<file path="config.mk">
export PLATFORM = sky130hd
export DESIGN_NAME = calculadora_rpn_flat
export DESIGN_NICKNAME = d
export VERILOG_FILES = /design/src/rtl/calc_pkg.sv /design/src/rtl/calculadora_rpn_if.sv /design/src/rtl/calc_mul_seq.sv /design/src/rtl/calculadora_rpn.sv /design/src/flat_wrapper.sv
export SDC_FILE = /design/constraint.sdc
export NUM_CORES = 1
export LEC_CHECK = 0
export BUFFER_PORTS_ARGS = -buffer_cell sky130_fd_sc_hd__buf_2
export CORE_AREA = 2 2 68 87
export DETAILED_ROUTE_END_ITERATION = 10
export DIE_AREA = 0 0 70 89
export MAX_ROUTING_LAYER = met4
export PLACE_DENSITY = 0.82
export SYNTH_ARGS = -nofsm -noshare
export SYNTH_HDL_FRONTEND = slang
export SYNTH_SLANG_ARGS = --single-unit
</file>
<file path="constraint.sdc">
create_clock -name clk -period 3.56 [get_ports clk]
set_input_delay 0.534 -clock clk [delete_from_list [all_inputs] [get_ports clk]]
set_output_delay 0.534 -clock clk [all_outputs]
set_load 0.02 [all_outputs]
</file>
<file path="src/rtl/calc_pkg.sv">
// calc_pkg: opcode constants shared by the RPN calculator, its interface and its bench.
package calc_pkg;
  localparam int OP_W = 3;
  typedef logic [OP_W-1:0] opcode_t;
  localparam opcode_t OP_NOP   = 3'd0;
  localparam opcode_t OP_PUSH  = 3'd1;
  localparam opcode_t OP_POP   = 3'd2;
  localparam opcode_t OP_ADD   = 3'd3;
  localparam opcode_t OP_SUB   = 3'd4;
  localparam opcode_t OP_MUL   = 3'd5;
  localparam opcode_t OP_CLEAR = 3'd6;
  localparam opcode_t OP_DUP   = 3'd7;
endpackage

</file>
<file path="src/rtl/calculadora_rpn_if.sv">
// calculadora_rpn_if: command strobe and status bundle of the RPN calculator.
interface calculadora_rpn_if #(parameter int WIDTH = 8);
  import calc_pkg::*;
  logic [WIDTH-1:0] entrada;
  opcode_t          codigo;
  logic             valido;
  logic [WIDTH-1:0] saida;
  logic             vazio;
  logic             cheio;
  logic             ocupado;
  logic             erro;
  logic             carry;
  modport master (output entrada, codigo, valido,
                  input  saida, vazio, cheio, ocupado, erro, carry);
  modport slave  (input  entrada, codigo, valido,
                  output saida, vazio, cheio, ocupado, erro, carry);
endinterface

</file>
<file path="src/rtl/calc_mul_seq.sv">
// calc_mul_seq: shift-add multiplier, one multiplier bit per cycle; done marks the last step with product valid.
module calc_mul_seq #(parameter int WIDTH = 8) (
  input  logic               clk,
  input  logic               reset,
  input  logic               start,
  input  logic [WIDTH-1:0]   a,
  input  logic [WIDTH-1:0]   b,
  output logic               busy,
  output logic               done,
  output logic [2*WIDTH-1:0] product
);
  localparam int NW = $clog2(WIDTH);
  localparam logic [NW-1:0] LAST = NW'(WIDTH - 1);
  logic               busy_q;
  logic [NW-1:0]      n_q;
  logic [WIDTH-1:0]   mpl_q;
  logic [2*WIDTH-1:0] mcd_q, acc_q;
  // product already folds in the current step so the caller can commit it on the final edge
  assign product = acc_q + (mpl_q[0] ? mcd_q : '0);
  assign done    = busy_q && n_q == LAST;
  assign busy    = busy_q;
  always_ff @(posedge clk or negedge reset)
    if (!reset) begin
      busy_q <= 1'b0;
      n_q    <= '0;
      mpl_q  <= '0;
      mcd_q  <= '0;
      acc_q  <= '0;
    end else if (start) begin
      busy_q <= 1'b1;
      n_q    <= '0;
      mpl_q  <= a;
      mcd_q  <= {{WIDTH{1'b0}}, b};
      acc_q  <= '0;
    end else if (busy_q) begin
      busy_q <= !done;
      n_q    <= n_q + NW'(1);
      mpl_q  <= mpl_q >> 1;
      mcd_q  <= mcd_q << 1;
      acc_q  <= product;
    end
endmodule

</file>
<file path="src/rtl/calculadora_rpn.sv">
// calculadora_rpn: RPN stack calculator with sticky error and carry flags.
// Define CALC_MUL_EN to build the sequential multiplier; otherwise MUL is an illegal opcode.
module calculadora_rpn
  import calc_pkg::*;
#(
  parameter int WIDTH = 8,
  parameter int DEPTH = 4
) (
  input  logic              clk,
  input  logic              reset,
  calculadora_rpn_if.slave  bus
);
  localparam int CW = $clog2(DEPTH + 1);
  localparam int AW = $clog2(DEPTH);
  localparam logic [CW-1:0] C1    = CW'(1);
  localparam logic [CW-1:0] C2    = CW'(2);
  localparam logic [CW-1:0] CFULL = CW'(DEPTH);
  logic [WIDTH-1:0] stk_q [DEPTH];
  logic [CW-1:0]    cnt_q, cnt_d;
  logic             err_q, err_d, cy_q, cy_d;
  logic             we;
  logic [AW-1:0]    widx, top_idx, nxt_idx;
  logic [WIDTH-1:0] wdata, top, nxt;
  logic [WIDTH:0]   sum;
  logic             empty, full, few, acc;
  assign top_idx = AW'(cnt_q - C1);
  assign nxt_idx = AW'(cnt_q - C2);
  assign top     = stk_q[top_idx];
  assign nxt     = stk_q[nxt_idx];
  assign sum     = {1'b0, nxt} + {1'b0, top};
  assign empty   = cnt_q == '0;
  assign full    = cnt_q == CFULL;
  assign few     = cnt_q < C2;
  assign acc     = bus.valido && !bus.ocupado;
`ifdef CALC_MUL_EN
  logic               mul_start, mul_busy, mul_done;
  logic [2*WIDTH-1:0] prod;
  calc_mul_seq #(.WIDTH(WIDTH)) u_mul (
    .clk     (clk),
    .reset   (reset),
    .start   (mul_start),
    .a       (top),
    .b       (nxt),
    .busy    (mul_busy),
    .done    (mul_done),
    .product (prod)
  );
  assign bus.ocupado = mul_busy;
`else
  assign bus.ocupado = 1'b0;
`endif
  always_comb begin
    cnt_d = cnt_q;
    err_d = err_q;
    cy_d  = cy_q;
    we    = 1'b0;
    widx  = AW'(cnt_q);
    wdata = bus.entrada;
`ifdef CALC_MUL_EN
    mul_start = 1'b0;
    // the operands stay on the stack while multiplying; they are replaced only on completion
    if (mul_done) begin
      we    = 1'b1;
      widx  = nxt_idx;
      wdata = prod[WIDTH-1:0];
      cy_d  = |prod[2*WIDTH-1:WIDTH];
      cnt_d = cnt_q - C1;
    end else
`endif
    if (acc) begin
      case (bus.codigo)
        OP_PUSH: begin
          err_d = err_q | full;
          we    = !full;
          cnt_d = full ? cnt_q : cnt_q + C1;
        end
        OP_POP: begin
          err_d = err_q | empty;
          cnt_d = empty ? cnt_q : cnt_q - C1;
        end
        OP_ADD, OP_SUB: begin
          err_d = err_q | few;
          we    = !few;
          widx  = nxt_idx;
          wdata = bus.codigo == OP_SUB ? nxt - top : sum[WIDTH-1:0];
          cy_d  = few ? cy_q : (bus.codigo == OP_SUB ? top > nxt : sum[WIDTH]);
          cnt_d = few ? cnt_q : cnt_q - C1;
        end
        OP_MUL: begin
`ifdef CALC_MUL_EN
          err_d     = err_q | few;
          mul_start = !few;
`else
          err_d = 1'b1;
`endif
        end
        OP_CLEAR: begin
          cnt_d = '0;
          err_d = 1'b0;
          cy_d  = 1'b0;
        end
        OP_DUP: begin
          err_d = err_q | empty | full;
          we    = !(empty || full);
          wdata = top;
          cnt_d = (empty || full) ? cnt_q : cnt_q + C1;
        end
        default: ;
      endcase
    end
  end
  always_ff @(posedge clk or negedge reset)
    if (!reset) begin
      cnt_q <= '0;
      err_q <= 1'b0;
      cy_q  <= 1'b0;
    end else begin
      cnt_q <= cnt_d;
      err_q <= err_d;
      cy_q  <= cy_d;
    end
  // storage is left uncleared: entries above the count are never observed
  always_ff @(posedge clk)
    if (we) stk_q[widx] <= wdata;
  assign bus.saida = empty ? '0 : top;
  assign bus.vazio = empty;
  assign bus.cheio = full;
  assign bus.erro  = err_q;
  assign bus.carry = cy_q;
endmodule

</file>
<file path="src/flat_wrapper.sv">
// flat-port wrapper written by rule: the top's interface ports become plain ports
module calculadora_rpn_flat import calc_pkg::*;
#(
  parameter int WIDTH = 8,
  parameter int DEPTH = 4
)
  (clk, reset, bus_entrada, bus_codigo, bus_valido, bus_saida, bus_vazio, bus_cheio, bus_ocupado, bus_erro, bus_carry);
  calculadora_rpn_if #(.WIDTH(WIDTH)) bus_i ();
  input  logic clk;
  input  logic reset;
  input wire logic [$bits(bus_i.entrada)-1:0] bus_entrada;
  input wire logic [$bits(bus_i.codigo)-1:0] bus_codigo;
  input wire logic [$bits(bus_i.valido)-1:0] bus_valido;
  output wire logic [$bits(bus_i.saida)-1:0] bus_saida;
  output wire logic [$bits(bus_i.vazio)-1:0] bus_vazio;
  output wire logic [$bits(bus_i.cheio)-1:0] bus_cheio;
  output wire logic [$bits(bus_i.ocupado)-1:0] bus_ocupado;
  output wire logic [$bits(bus_i.erro)-1:0] bus_erro;
  output wire logic [$bits(bus_i.carry)-1:0] bus_carry;
  assign bus_i.entrada = bus_entrada;
  assign bus_i.codigo = bus_codigo;
  assign bus_i.valido = bus_valido;
  assign bus_saida = bus_i.saida;
  assign bus_vazio = bus_i.vazio;
  assign bus_cheio = bus_i.cheio;
  assign bus_ocupado = bus_i.ocupado;
  assign bus_erro = bus_i.erro;
  assign bus_carry = bus_i.carry;
  calculadora_rpn #(.WIDTH(WIDTH), .DEPTH(DEPTH)) u_core (.clk(clk), .reset(reset), .bus(bus_i));
endmodule
</file>
==> results, run 1 <==
- The run finished with clean final reports.
- The via count of the first global-routing pass is between 2,000 and 2,500.
- The buffers inserted during post-CTS setup optimization is 0.
- The library cell with the largest summed area after synthesis is edfxtp_1.
- The capturing point of the worst reg2reg path is u_core.stk_q[1][6]$_DFFE_PP_.
- In this run, the number of DRC markers left after iteration 0 of detailed routing was 254.
- Among all stages on the critical path, the largest delay is contributed by ha_1.
- Summed over all cells, the static leakage comes to 0.00124 uW.
- In this run the tightest slew margin relative to its limit is 65.4%.
- After synthesis, the netlist uses between 60 and 70 different library cells.
- Walking the worst path, the cells encountered are inv_1 > ha_1 > mux4_2 > ha_1 > fa_1 > nor2b_1 > o21ai_0 > and3_2 > nor3_1 > o31ai_1.
- The first global-routing pass estimated 9.88 mm of wire.
- The number of cell instances on the worst register-to-register path is 10.
- The power per cell area is around 1000 nW/um^2.
- The tree built by TritonCTS fans out to 37 sinks.
- The most common cell after layout, fill and taps aside is edfxtp_1.
- In this design, the stage delay of the slowest critical-path cell is 480 ps.
- The count of endpoints failing hold in the final timing report is 0.
- The starting utilization of the core area is around 53%.
- The data arrival at the endpoint of the critical path is 3380 ps.
- The count of standard-cell rows is 30.
- The total cell area at the placement stage is 3010 sq um.
- The maximum count of clock buffers along a single path is 2.
- The number of H-tree levels is 2.
- The clock buffer count from CTS is 5.
- The post-layout minimum cycle time is 3350 ps.
- The completed layout was analyzed and its total power is 3160 uW.
- The achievable frequency is roughly 300 MHz.
- The finished cells cover 3100 sq um.
- By instance count, the cell type seen most on the critical path is ha_1.
- The routed wirelength normalized by instance count is 18.0 microns.
- The TritonCTS clock tree is built.
- Entering global routing, the biggest net connects 16 pins.
- The max-capacitance violation count is 0.
- The worst setup path is launched from a flip-flop.
- The number of slew-limit violations in the final report is 0.
- The proportion of synthesized chip area in sequential cells is 38.1%.
- CTS placed an instance of clkbuf_8 at the clock tree root.
- The number of nets in the layout is between 300 and 400.
- After synthesis, the mean cell area works out to 11.4 sq um.
- The number of antenna-violating nets in the routed design is 0.
- The vias after detailed routing is 2,099.
- The global placement routability congestion is 0.867.
- The number of antenna diodes in the final layout is 0.
- Across all register-to-register paths, the minimum setup slack is 210 ps.
- The synthesized design devotes to its leading area cell type 33.7% of total area.
- The startpoint of the worst register-to-register path is u_core.cnt_q[0]$_DFFE_PN0P_.
- The post-route netlist has 24.3% of its cells at a drive strength greater than 1.
- The initial antenna violation count came to 0.
- From bottom edge to top edge, the die measures 89 microns.
- The startpoint of the most critical setup path is u_core.cnt_q[0]$_DFFE_PN0P_.
- Data on the critical path is required at its endpoint by 3590 ps.
- The worst-margin pin slew is 517 ps.
- Global routing finished with a remaining overflow of 0.
- Buffers placed on the I/O ports in this run total 25.
- In the synthesized netlist the async set-or-reset flop fraction comes to 13.5%.
- When the netlist entered floorplanning its net count stood at 285.
- The synthesized cell area is approximately 2800 sq um.
- The overall die area is 6230 sq um.
- The Yosys step of the flow raised 0 warnings.
- The register bit total from synthesis is 37.
- The gate count of the mapped netlist is 249.
- The total wirelength of the detailed-routed design is 6.11 mm.
- In this run the worst hold path is classified as input pin to async pin.
- The kind of cell adding the most delay to the critical path is adder cells.
- The maximum VDD drop is 0.377 mV.
- Compared with the post-synthesis result, the final layout area differs by 8.70%.
- The number of hold buffers added after cts is 0.
- The total iterations of the first detailed-routing run is 4.
- At the later pin of the worst-skew pair, clock insertion delay measures 290 ps.
- The core region is approximately 5300 sq um.
- For this run, the leading register cell type out of synthesis is edfxtp_1.
- The number of flops mapped to enable cells by yosys is 32.
- The maximum clock skew at final layout is 10.2 ps.
- 27 I/O pins were placed.
- The width of the chip is 70 microns.
- The critical path capture point is u_core.stk_q[1][6]$_DFFE_PP_.
- Setup repair after global routing left no endpoint under its margin.
- The via count normalized by instance count is 6.17.
- After detailed routing, the number of remaining DRC violations is 0.
- The placed wire-length estimate after detailed placement is ~4.8 mm.
- STA classifies the critical path endpoint as a flip-flop.
- By area the synthesized netlist is led by edfxtp_1, mux4_2, ha_1.
- The worst setup path is of the flip-flop to flip-flop kind.
- The total buffers and inverters traversed by the critical path is 1.
- Setup violations remaining at the end of the flow were counted as 0.
- The sum of negative setup slack is 0 ps.
- Counting buffers and inverters, the worst setup path is 10 cells deep.
- The maximum fanout along the worst path is 7.
- Leaving out fill and tap cells, the most frequent cells in the layout are edfxtp_1, buf_2, ha_1, inv_1, nor2_1.
- The clock transition at the register clock pins on the worst setup and hold paths after CTS is 70 ps.
- The all-layer global routing usage is 21.2%.
- After layout, the worst path uses a little over nine tenths of the clock period.
cells in the mapped netlist, drive strengths merged (3+ instances only):
cell / count
edfxtp: 32
ha: 20
inv: 19
nor2: 19
mux4: 16
a21oi: 15
nand2: 13
o21ai: 10
buf: 7
nor2b: 7
a22oi: 6
clkbuf: 6
and3: 5
dfrtp: 5
xnor2: 5
a31oi: 4
nor3: 4
nor3b: 4
a21o: 3
a221oi: 3
and2: 3
nand3b: 3
o211ai: 3
o311ai: 3
o31ai: 3
power by group:
group | internal, uW | switching, uW | leakage [uW]
combinational | 967 | 1300 | 0.000843
sequential | 570 | 42.2 | 0.000351
clock | 135 | 141 | 0.0000439
total | 1670 | 1490 | 0.00124
timing repair:
| action | CTS | global route |
|---|---|---|
| setup endpoints to repair | 0 | 4 |
| gates resized for setup | 0 | 1 |
| endpoints found under the hold margin | 0 | 0 |
worst register-to-register path, stage by stage (launching register included):
cell and delay, ps:
dfrtp_1 350, inv_1 100, ha_1 490, mux4_2 420, ha_1 270, fa_1 380, nor2b_1 150, o21ai_0 230
and3_2 230, nor3_1 50, o31ai_1 450
sequential cells by signal (all words and copies together) (netlist names):
| register | cells |
|---|---|
| u_core.bus.erro | 1 |
| u_core.stk_q | 32 |
| u_core.cnt_q | 3 |
| u_core.bus.carry | 1 |
cells by family (layout without fill, tap and decap cells):
| group | after synthesis | count (layout) | share of synthesized area [%] |
|---|---|---|---|
| AO/OA/AOI/OAI | 64 | 64 | 15.9 |
| XOR/XNOR | 5 | 5 | 1.54 |
| adder cells (fa/ha/maj) | 22 | 22 | 10.2 |
| buffers and inverters | 33 | 60 | 6.02 |
| flip-flops | 37 | 37 | 38.1 |
| multiplexers | 19 | 19 | 14.1 |
| other | 1 | 1 | 0.132 |
| AND/OR/NAND/NOR | 68 | 68 | 14.0 |
stage by stage:
stage                     setup WS (ps)  std cells  util [%]  hold slack (ps)
after floorplan                    12.6        249         -              238
after global placement              340        332      56.5              355
after detailed placement            184        332      56.5              356
after CTS                           154        340      58.1             33.8
after global routing               13.3        340      58.1             33.3
final                               206        340      58.1             46.5
how the worst min path moves through the flow:
stage,from,end,depth (start not counted)
2_1_floorplan,reset,u_core.bus.carry$_DFFE_PN0P_,0
3_3_place_gp,reset,u_core.bus.erro$_DFFE_PN0P_,1
3_5_place_dp,reset,u_core.bus.erro$_DFFE_PN0P_,1
4_1_cts,reset,u_core.bus.erro$_DFFE_PN0P_,1
5_1_grt,reset,u_core.bus.erro$_DFFE_PN0P_,1
6_report,reset,u_core.bus.erro$_DFFE_PN0P_,1
per-layer routing:
layer | vias up | wire, microns | GRT usage (%)
li1 | 1004 | - | -
met3 | 15 | 254 | 2.93
met2 | 63 | 3090 | 35.4
met4 | 0 | 124 | 8.92
met1 | 1017 | 2640 | 26.1
met5 | - | 0 | -
final cells by class:
type	instances	area [sq um]
Clock inverter	3	17.5
Inverter	20	75.1
Timing Repair Buffer	32	178
Tap cell	64	80.1
Multi-Input combinational cell	179	1590
Clock buffer	5	68.8
Sequential cell	37	1090
Fill cell	436	2230
(Power assumes the default switching activity.)
==> inputs of run 2 (changes only) <==
--- a/config.mk
+++ b/config.mk
@@ -13,4 +13,5 @@
 export PLACE_DENSITY = 0.82
 export SYNTH_ARGS = -nofsm -noshare
 export SYNTH_HDL_FRONTEND = slang
+export SYNTH_HIERARCHICAL = 1
 export SYNTH_SLANG_ARGS = --single-unit
==> run 2 against run 1 <==
- worst hold slack worse by 2.5 ps
- clock-buffer cell count unchanged
- combinational power rose by 3%
- die area stayed put
- critical endpoint is now u_core/stk_q[0][7]$_DFFE_PP_
- largest cell class unchanged
==> results, run 2 <==
- The run finished with clean final reports.
- The via count of the first global-routing pass is 2,095 (+0.048%).
- The all-layer global routing usage is 21.7% (+0.56 points).
- The number of clock sinks seen by CTS is 37 (unchanged).
- The initial antenna violation count is 0 (unchanged).
- The share of total power in the clock network is 10.8% (+2.1 points).
- The overall die area is 6230 sq um (unchanged).
- The number of nets in the layout is 322 (+3.5%).
- The total power draw came to 3310 uW (+4.9%).
- The sum of negative setup slack is 0 ps (unchanged).
- The worst setup slack for register-to-register paths came to 200 ps (about the same).
- The number of hold buffers added after cts came to 0 (unchanged).
- The clock buffer count from CTS is 5 (unchanged).
- The cell repeated most along the worst path is inv_1.
- The number of DRC violations after detailed routing is 0 (unchanged).
- The number of gates given a new drive strength after cts is 0 (unchanged).
- The maximum fanout along the worst path is 9 (+2).
- The share of synthesized flip-flops with an asynchronous set or reset is 13.5% (unchanged).
- The routed wirelength normalized by instance count is 18.1 microns (+0.89%).
- The total iterations of the first detailed-routing run is 4 (unchanged).
- From synthesis to final layout, the design area changed by 11.4%.
- The number of flops mapped to enable cells by yosys is 32 (unchanged).
- The data arrival at the endpoint of the critical path is 3420 ps (+40 ps).
- The number of top-level design ports was 27 (unchanged).
- The number of slew-limit violations in the final report came to 0 (unchanged).
- In the final layout, the registers with the most flip-flops are u_core/stk_q x32, u_core/cnt_q x3.
- The global placement routability congestion is 0.933 (+7.7%).
- The share of cells above drive strength 1 is 24.7% (+0.46 points).
- The flip-flop count of the largest register after layout was 32 (unchanged).
- The count of endpoints failing hold in the final timing report is 0 (unchanged).
- The proportion of synthesized chip area in sequential cells was 38.2% (+0.050 points).
- The delay contributed by the slowest stage of the critical path is 560 ps (+80 ps).
- The slowest stage cell on the critical path is mux4_2.
- The antenna diode count is 0 (unchanged).
- The part of the power in combinational logic is 70.8% (-1.1 points).
- The buffers inserted during post-CTS setup optimization was 0 (unchanged).
- The library cell with the largest summed area after synthesis is edfxtp_1.
- The number of nets in the synthesized netlist was 295 (+3.5%).
- The max-capacitance violation count came to 0 (unchanged).
- The normalized max-slew margin came to 39.8% (-26 points).
- The clock network latency to the later pin of the worst-skew pair is 290 ps (about the same).
- The number of distinct standard cells referenced by the synthesized netlist is 59 (-3.3%).
- In the synthesized netlist the dominant register cell turns out to be edfxtp_1.
- The initial detailed-routing violation count was 161 (-37%).
- The maximum clock skew at final layout is 8.43 ps (-1.76 ps).
- The most common cell after layout, fill and taps aside is edfxtp_1.
- The switching part of the total is 46.9% (-0.18 points).
- The number of cells in the design after placement was 343 (+3.3%).
- The register bit total from synthesis is 37 (unchanged).
- The power per cell area was 1050 nW/um^2 (+2.5%).
- The mean post-synth cell area came to 11.0 sq um (-4.0%).
- The warning count from the yosys run is 6 (+6).
- STA classifies the critical path startpoint as a flip-flop.
- The number of H-tree levels was 2 (unchanged).
- The largest net degree at the start of global routing is 21 (+5).
- The worst-margin pin slew came to 897 ps (+380 ps).
- In the layout the commonest cells are edfxtp_1, buf_2, nor2_1, nand2_1, ha_1.
- The required time of the critical path was 3620 ps (+30 ps).
- The fraction of post-synthesis cell area in the top cell type by area is 33.8% (+0.045 points).
- The clock tree root driver cell is clkbuf_8.
- The most frequent cell after synthesis is edfxtp_1.
- The chip height is 89 microns (unchanged).
- The clock transition at the register clock pins on the worst setup and hold paths after CTS was 80 ps (about the same).
- The count of buffers inserted at the top-level ports came to 25 (unchanged).
- The register with the most flip-flops in the final layout is u_core/stk_q.
- In this run the worst hold path is classified as input pin to async pin.
- The internal power of the cells is 1760 uW (+5.2%).
- Setup repair after global routing left no endpoint under its margin.
- The synthesized cell area is 2840 sq um (-0.13%).
- The placed wire-length estimate after detailed placement is 4.94 mm (+3.3%).
- The gate count of the mapped netlist is 259 (+4.0%).
- TritonCTS built the clock tree.
- The leakage power total came to 0.00126 uW (+1.9%).
- The sequential share of power is 18.3% (-1.1 points).
- The maximum VDD drop is 0.479 mV (+27%).
- The area inside the core boundary is 5330 sq um (unchanged).
- The count of standard-cell rows is 30 (unchanged).
- The residual overflow from global routing is 0 (unchanged).
- The width of the chip is 70 microns (unchanged).
- The critical path is of the flip-flop to flip-flop type.
- The filler-free cell count of the finished design is 351 (+3.2%).
- The post-layout minimum cycle time is 3360 ps (+8.79 ps).
- The number of antenna-violating nets in the routed design was 0 (unchanged).
- The number of failing setup endpoints in the final timing report is 0 (unchanged).
- The total wirelength of the detailed-routed design is 6.36 mm (+4.2%).
- After synthesis, the cell types taking the most area are edfxtp_1, mux4_2, ha_1.
- The maximum count of clock buffers along a single path is 2 (unchanged).
- The net load switching power is 1550 uW (+4.5%).
- The kind of end point of the critical path is a flip-flop.
- The final clock period utilization by the worst path was 94.4% (+0.25 points).
- The wire length of the first global-routing pass is 10.1 mm (+2.7%).
- The signal on the critical path passes through inv_1 > ha_4 > mux4_2 > inv_1 > ha_1 > or3_1 > a311o_1 > o211ai_2 > a21boi_1 > o31ai_2.
- The starting utilization of the core area is 53.4% (-0.070 points).
- The via count normalized by instance count was 6.15 (-0.32%).
- The achievable frequency is 297 MHz (-0.26%).
- The vias after detailed routing is 2,160 (+2.9%).
- By count the netlist is led by edfxtp_1, nor2_1, ha_1, nand2_1.
- The worst hold margin was 43.9 ps (-2.53 ps).
-- run 2: cell count changes in the layout (fill, tap and decap cells not counted), sizes merged, moves of 4 or more --
| cell | change |
|---|---|
| nand3 | +4 |
| nand2 | +7 |
| a41oi | +4 |
| nand2b | +4 |
| nor2 | +7 |
-- run 2: critical path: cells and delay by family, from the launching register on --
kind                       cells  cell delay, ps
AOI/OAI and AO/OA              4             880
adders and majority gates      2             690
buffers and inverters          2             200
DFF                            1             360
muxes                          1             560
and+or+nand+nor                1             430
-- run 2: power by group through the flow --
stage / registers (uW) / logic, uW / clock network [uW]
CTS: 606 / 2300 / 371
global placement: 611 / 2220 / 0
floorplan: 622 / 1750 / 0
detailed placement: 616 / 2290 / 0
finish: 607 / 2340 / 359
global route: 614 / 2580 / 389
-- run 2: metal layers --
metal | routed length (microns) | up-vias | global-route usage, %
met1 | 2730 | 1053 | 28.3
met2 | 3170 | 67 | 35.0
met5 | 0 | - | -
li1 | - | 1030 | -
met3 | 324 | 10 | 1.92
met4 | 138 | 0 | 10.1
-- run 2: worst paths after layout --
path                                              start                            to  depth (start not counted)
hold reg to reg            u_core/bus.carry$_DFFE_PN0P_  u_core/bus.carry$_DFFE_PN0P_                          2
hold / removal                                    reset   u_core/cnt_q[1]$_DFFE_PN0P_                          1
max in group asynchronous                         reset   u_core/cnt_q[0]$_DFFE_PN0P_                          1
min in group clk           u_core/bus.carry$_DFFE_PN0P_  u_core/bus.carry$_DFFE_PN0P_                          2
setup reg to reg            u_core/cnt_q[1]$_DFFE_PN0P_  u_core/stk_q[0][7]$_DFFE_PP_                         10
setup / recovery            u_core/cnt_q[1]$_DFFE_PN0P_  u_core/stk_q[0][7]$_DFFE_PP_                         10
-- run 2: cell type report --
class                   count  area (sq um)
repair buffers             33           185
fillers                   459          2160
well taps                  64          80.1
clock buffers               5          68.8
clock inverters             3          46.3
inverters                  17          63.8
multi-input cells         192          1640
flip-flops and latches     37          1090
-- run 2: cells by family after synthesis --
| kind of cell | count (synthesis) | synth area share (%) |
|---|---|---|
| mux | 18 | 13.4 |
| compound gates | 63 | 16.8 |
| other cells | 1 | 0.132 |
| buf+inv | 30 | 4.88 |
| fa+ha+maj | 22 | 10.2 |
| flops | 37 | 38.2 |
| xor+xnor | 3 | 0.924 |
| simple gates | 85 | 15.4 |
-- run 2: through the flow --
stage	worst slack [ps]	util (%)	instance area (sq um)
floorplan	26.2	-	2850
global placement	164	57.0	3040
detailed placement	28.7	57.0	3040
CTS	11.4	59.2	3150
global route	57.4	59.4	3170
finish	198	59.4	3170
==> inputs of run 3 (changes only) <==
--- a/config.mk
+++ b/config.mk
@@ -9,8 +9,8 @@
 export CORE_AREA = 2 2 68 87
 export DETAILED_ROUTE_END_ITERATION = 10
 export DIE_AREA = 0 0 70 89
-export MAX_ROUTING_LAYER = met4
 export PLACE_DENSITY = 0.82
+export RECOVER_POWER = 100
 export SYNTH_ARGS = -nofsm -noshare
 export SYNTH_HDL_FRONTEND = slang
 export SYNTH_HIERARCHICAL = 1
==> run 3 against run 2 <==
- worst hold slack improved by 43 ps
- sequential power barely moved
- critical endpoint unchanged
- power fell by 1.6%
- cell area fell by 1.1%
- register-to-register slack barely moved
- sequential share of layout area rose by 0.38 points
- via count barely moved
==> results, run 3 (synthesis gave the netlist of run 2 again) <==
- The maximum clock skew at final layout is 9.10 ps (+0.664 ps).
- The kind of start point of the critical path is a flip-flop.
- The number of hold buffers added after cts is 0 (unchanged).
- The number of DRC violations after detailed routing is 0 (unchanged).
- The worst hold margin came to 86.5 ps (+42.6 ps).
- The worst-margin pin slew came to 875 ps (-21.4 ps).
- The required time of the critical path is 3610 ps (about the same).
- The critical path goes through inv_1 > ha_4 > mux4_2 > inv_1 > ha_1 > or3_1 > a311o_1 > o211ai_2 > a21boi_1 > o31ai_2.
- In this run the worst setup path begins at u_core/cnt_q[1]$_DFFE_PN0P_.
- The achievable frequency was 298 MHz (+0.11%).
- The net load switching power was 1540 uW (-0.55%).
- The run finished with clean final reports.
- The delay contributed by the slowest stage of the critical path was 560 ps (about the same).
- The via count normalized by instance count is 6.15 (about the same).
- The chip height came to 89 microns (unchanged).
- The clock network latency to the later pin of the worst-skew pair was 290 ps (about the same).
- The placed wire-length estimate after detailed placement is 4.94 mm (unchanged).
- The worst register-to-register path ends at u_core/stk_q[0][7]$_DFFE_PP_.
- The register name with the most flops is u_core/stk_q.
- The count of standard-cell rows is 30 (unchanged).
- The initial detailed-routing violation count is 150 (-6.8%).
- The sum of negative setup slack was 0 ps (unchanged).
- On the critical path, the stage with the largest delay is an instance of mux4_2.
- The total iterations of the first detailed-routing run came to 4 (unchanged).
- The total wirelength of the detailed-routed design is 6.41 mm (+0.69%).
- The path class of the tightest hold or removal check is input pin to async pin.
- The total buffers and inverters traversed by the critical path was 2 (unchanged).
- The cell repeated most along the worst path is inv_1.
- The cell area after layout was 3130 sq um (-1.1%).
- Broken down by cell family, the worst path's largest delay share belongs to compound AO/OA/AOI/OAI gates.
- The number of cells in the design after placement is 343 (unchanged).
- The number of nets in the layout is 322 (unchanged).
- The number of cell instances on the worst register-to-register path came to 10 (unchanged).
- The starting utilization of the core area was 53.4% (unchanged).
- The share of cells above drive strength 1 came to 19.2% (-5.6 points).
- The number of clock sinks seen by CTS is 37 (unchanged).
- The clock transition at the register clock pins on the worst setup and hold paths after CTS came to 80 ps (about the same).
- The worst setup slack for register-to-register paths came to 200 ps (about the same).
- The global placement routability congestion was 0.917 (-1.7%).
- The residual overflow from global routing was 0 (unchanged).
- The antenna diode count was 0 (unchanged).
- The data arrival at the endpoint of the critical path came to 3410 ps (about the same).
- The initial antenna violation count was 0 (unchanged).
- The wire length of the first global-routing pass is 10.1 mm (unchanged).
- The critical path capture point is u_core/stk_q[0][7]$_DFFE_PP_.
- The sequential share of power is 18.7% (+0.4 points).
- The leakage power total is 0.00121 uW (-3.8%).
- The worst setup path is of the flip-flop to flip-flop kind.
- The startpoint of the worst register-to-register path is u_core/cnt_q[1]$_DFFE_PN0P_.
- The post-layout minimum cycle time is 3360 ps (-3.67 ps).
- The via count of the first global-routing pass was 2,092 (-0.14%).
- The total stage count of the critical path is 10 (unchanged).
- The clock buffer count from CTS is 5 (unchanged).
- The normalized max-slew margin is 41.3% (+1.4 points).
- The total cell area at the placement stage is 3040 sq um (unchanged).
- The final clock period utilization by the worst path was 94.3% (-0.10 points).
- The flip-flop count of the largest register after layout was 32 (unchanged).
- The maximum VDD drop is 0.478 mV (-0.32%).
- The setup slack after placement was 28.7 ps (unchanged).
- The vias after detailed routing is 2,159 (-0.046%).
- The count of buffers inserted at the top-level ports is 25 (unchanged).
- The kind of end point of the critical path is a flip-flop.
- The fill cell instance count of the final layout came to 470 (+2.4%).
- The overall die area is 6230 sq um (unchanged).
- The number of antenna-violating nets in the routed design was 0 (unchanged).
- The power per cell area is 1040 nW/um^2 (-0.46%).
- The area growth from synthesis to layout is 10.1%.
- The number of top-level design ports is 27 (unchanged).
- The maximum fanout along the worst path is 9 (unchanged).
- The count of endpoints failing hold in the final timing report is 0 (unchanged).
- The largest net degree at the start of global routing is 21 (unchanged).
- The internal power of the cells was 1720 uW (-2.5%).
- The number of failing setup endpoints in the final timing report is 0 (unchanged).
- Setup repair after global routing left no endpoint under its margin.
- The most common cell after layout, fill and taps aside is edfxtp_1.
- The width of the chip is 70 microns (unchanged).
- The largest registers in the layout are u_core/stk_q x32, u_core/cnt_q x3.
- TritonCTS built the clock tree.
- The share of total power in the clock network was 11.0% (+0.2 points).
- The smallest setup slack after layout came to 201 ps (+3.67 ps).
- The clock tree root driver cell is clkbuf_8.
- The area inside the core boundary is 5330 sq um (unchanged).
- The top cell types in the final layout, fill and taps aside, are edfxtp_1, nor2_1, nand2_1, ha_1.
- The all-layer global routing usage came to 21.1% (-0.67 points).
- The filler-free cell count of the finished design came to 351 (unchanged).
- The part of the power in combinational logic was 70.3% (-0.5 points).
- The maximum count of clock buffers along a single path came to 2 (unchanged).
- The switching part of the total was 47.4% (+0.48 points).
- The number of H-tree levels is 2 (unchanged).
- The routed wirelength normalized by instance count is 18.3 microns (+0.69%).
- The max-capacitance violation count came to 0 (unchanged).
- The number of slew-limit violations in the final report is 0 (unchanged).
- The buffers inserted during post-CTS setup optimization is 0 (unchanged).
-- run 3: cell count changes in the layout (fill, tap and decap cells not counted) --
cell	before	now
a211oi_1	2	4
a211oi_2	2	0
buf_2	25	14
buf_4	8	4
clkbuf_1	0	14
clkbuf_4	0	1
o21ai_0	10	11
o21ai_1	3	2
o311ai_0	0	1
o311ai_1	1	0
-- run 3: area by class of cell --
class	instances	area [sq um]	area share, %
Clock inverter	3	46.3	1.48
Tap cell	64	80.1	2.56
Inverter	17	63.8	2.04
Sequential cell	37	1090	34.7
Timing Repair Buffer	33	160	5.11
Clock buffer	5	68.8	2.20
Multi-Input combinational cell	192	1630	51.9
-- run 3: routing by layer --
layer,track usage (%),routed length [microns],part of all wire [%]
met5,0,0,0
met4,10.1,133,2.1
met3,1.92,328,5.1
met2,35.0,3210,50
met1,28.3,2730,43
-- run 3: worst min-delay path by stage --
stage | startpoint | endpoint | slack (ps)
6_report | reset | u_core/cnt_q[1]$_DFFE_PN0P_ | 90
5_1_grt | reset | u_core/cnt_q[1]$_DFFE_PN0P_ | 110
4_1_cts | reset | u_core/bus.erro$_DFFE_PN0P_ | 40
3_5_place_dp | reset | u_core/cnt_q[1]$_DFFE_PN0P_ | 360
3_3_place_gp | reset | u_core/cnt_q[1]$_DFFE_PN0P_ | 360
2_1_floorplan | reset | u_core/bus.carry$_DFFE_PN0P_ | 240
-- run 3: power groups by stage --
stage | registers, uW | clock network (uW) | logic [uW]
final | 608 | 360 | 2290
after global routing | 615 | 389 | 2520
after CTS | 606 | 371 | 2300
after detailed placement | 616 | 0 | 2290
after global placement | 611 | 0 | 2220
after floorplan | 622 | 0 | 1750
-- run 3: repair_timing --
item,in CTS,in global routing
gates resized for setup,0,2
hold endpoints to repair,0,0
setup endpoints to repair,0,21
-- run 3: per-stage QoR --
stage | util (%) | total power (uW)
2_1_floorplan | - | 2370
3_3_place_gp | 57.0 | 2830
3_5_place_dp | 57.0 | 2910
4_1_cts | 59.2 | 3280
5_1_grt | 58.8 | 3530
6_report | 58.8 | 3260
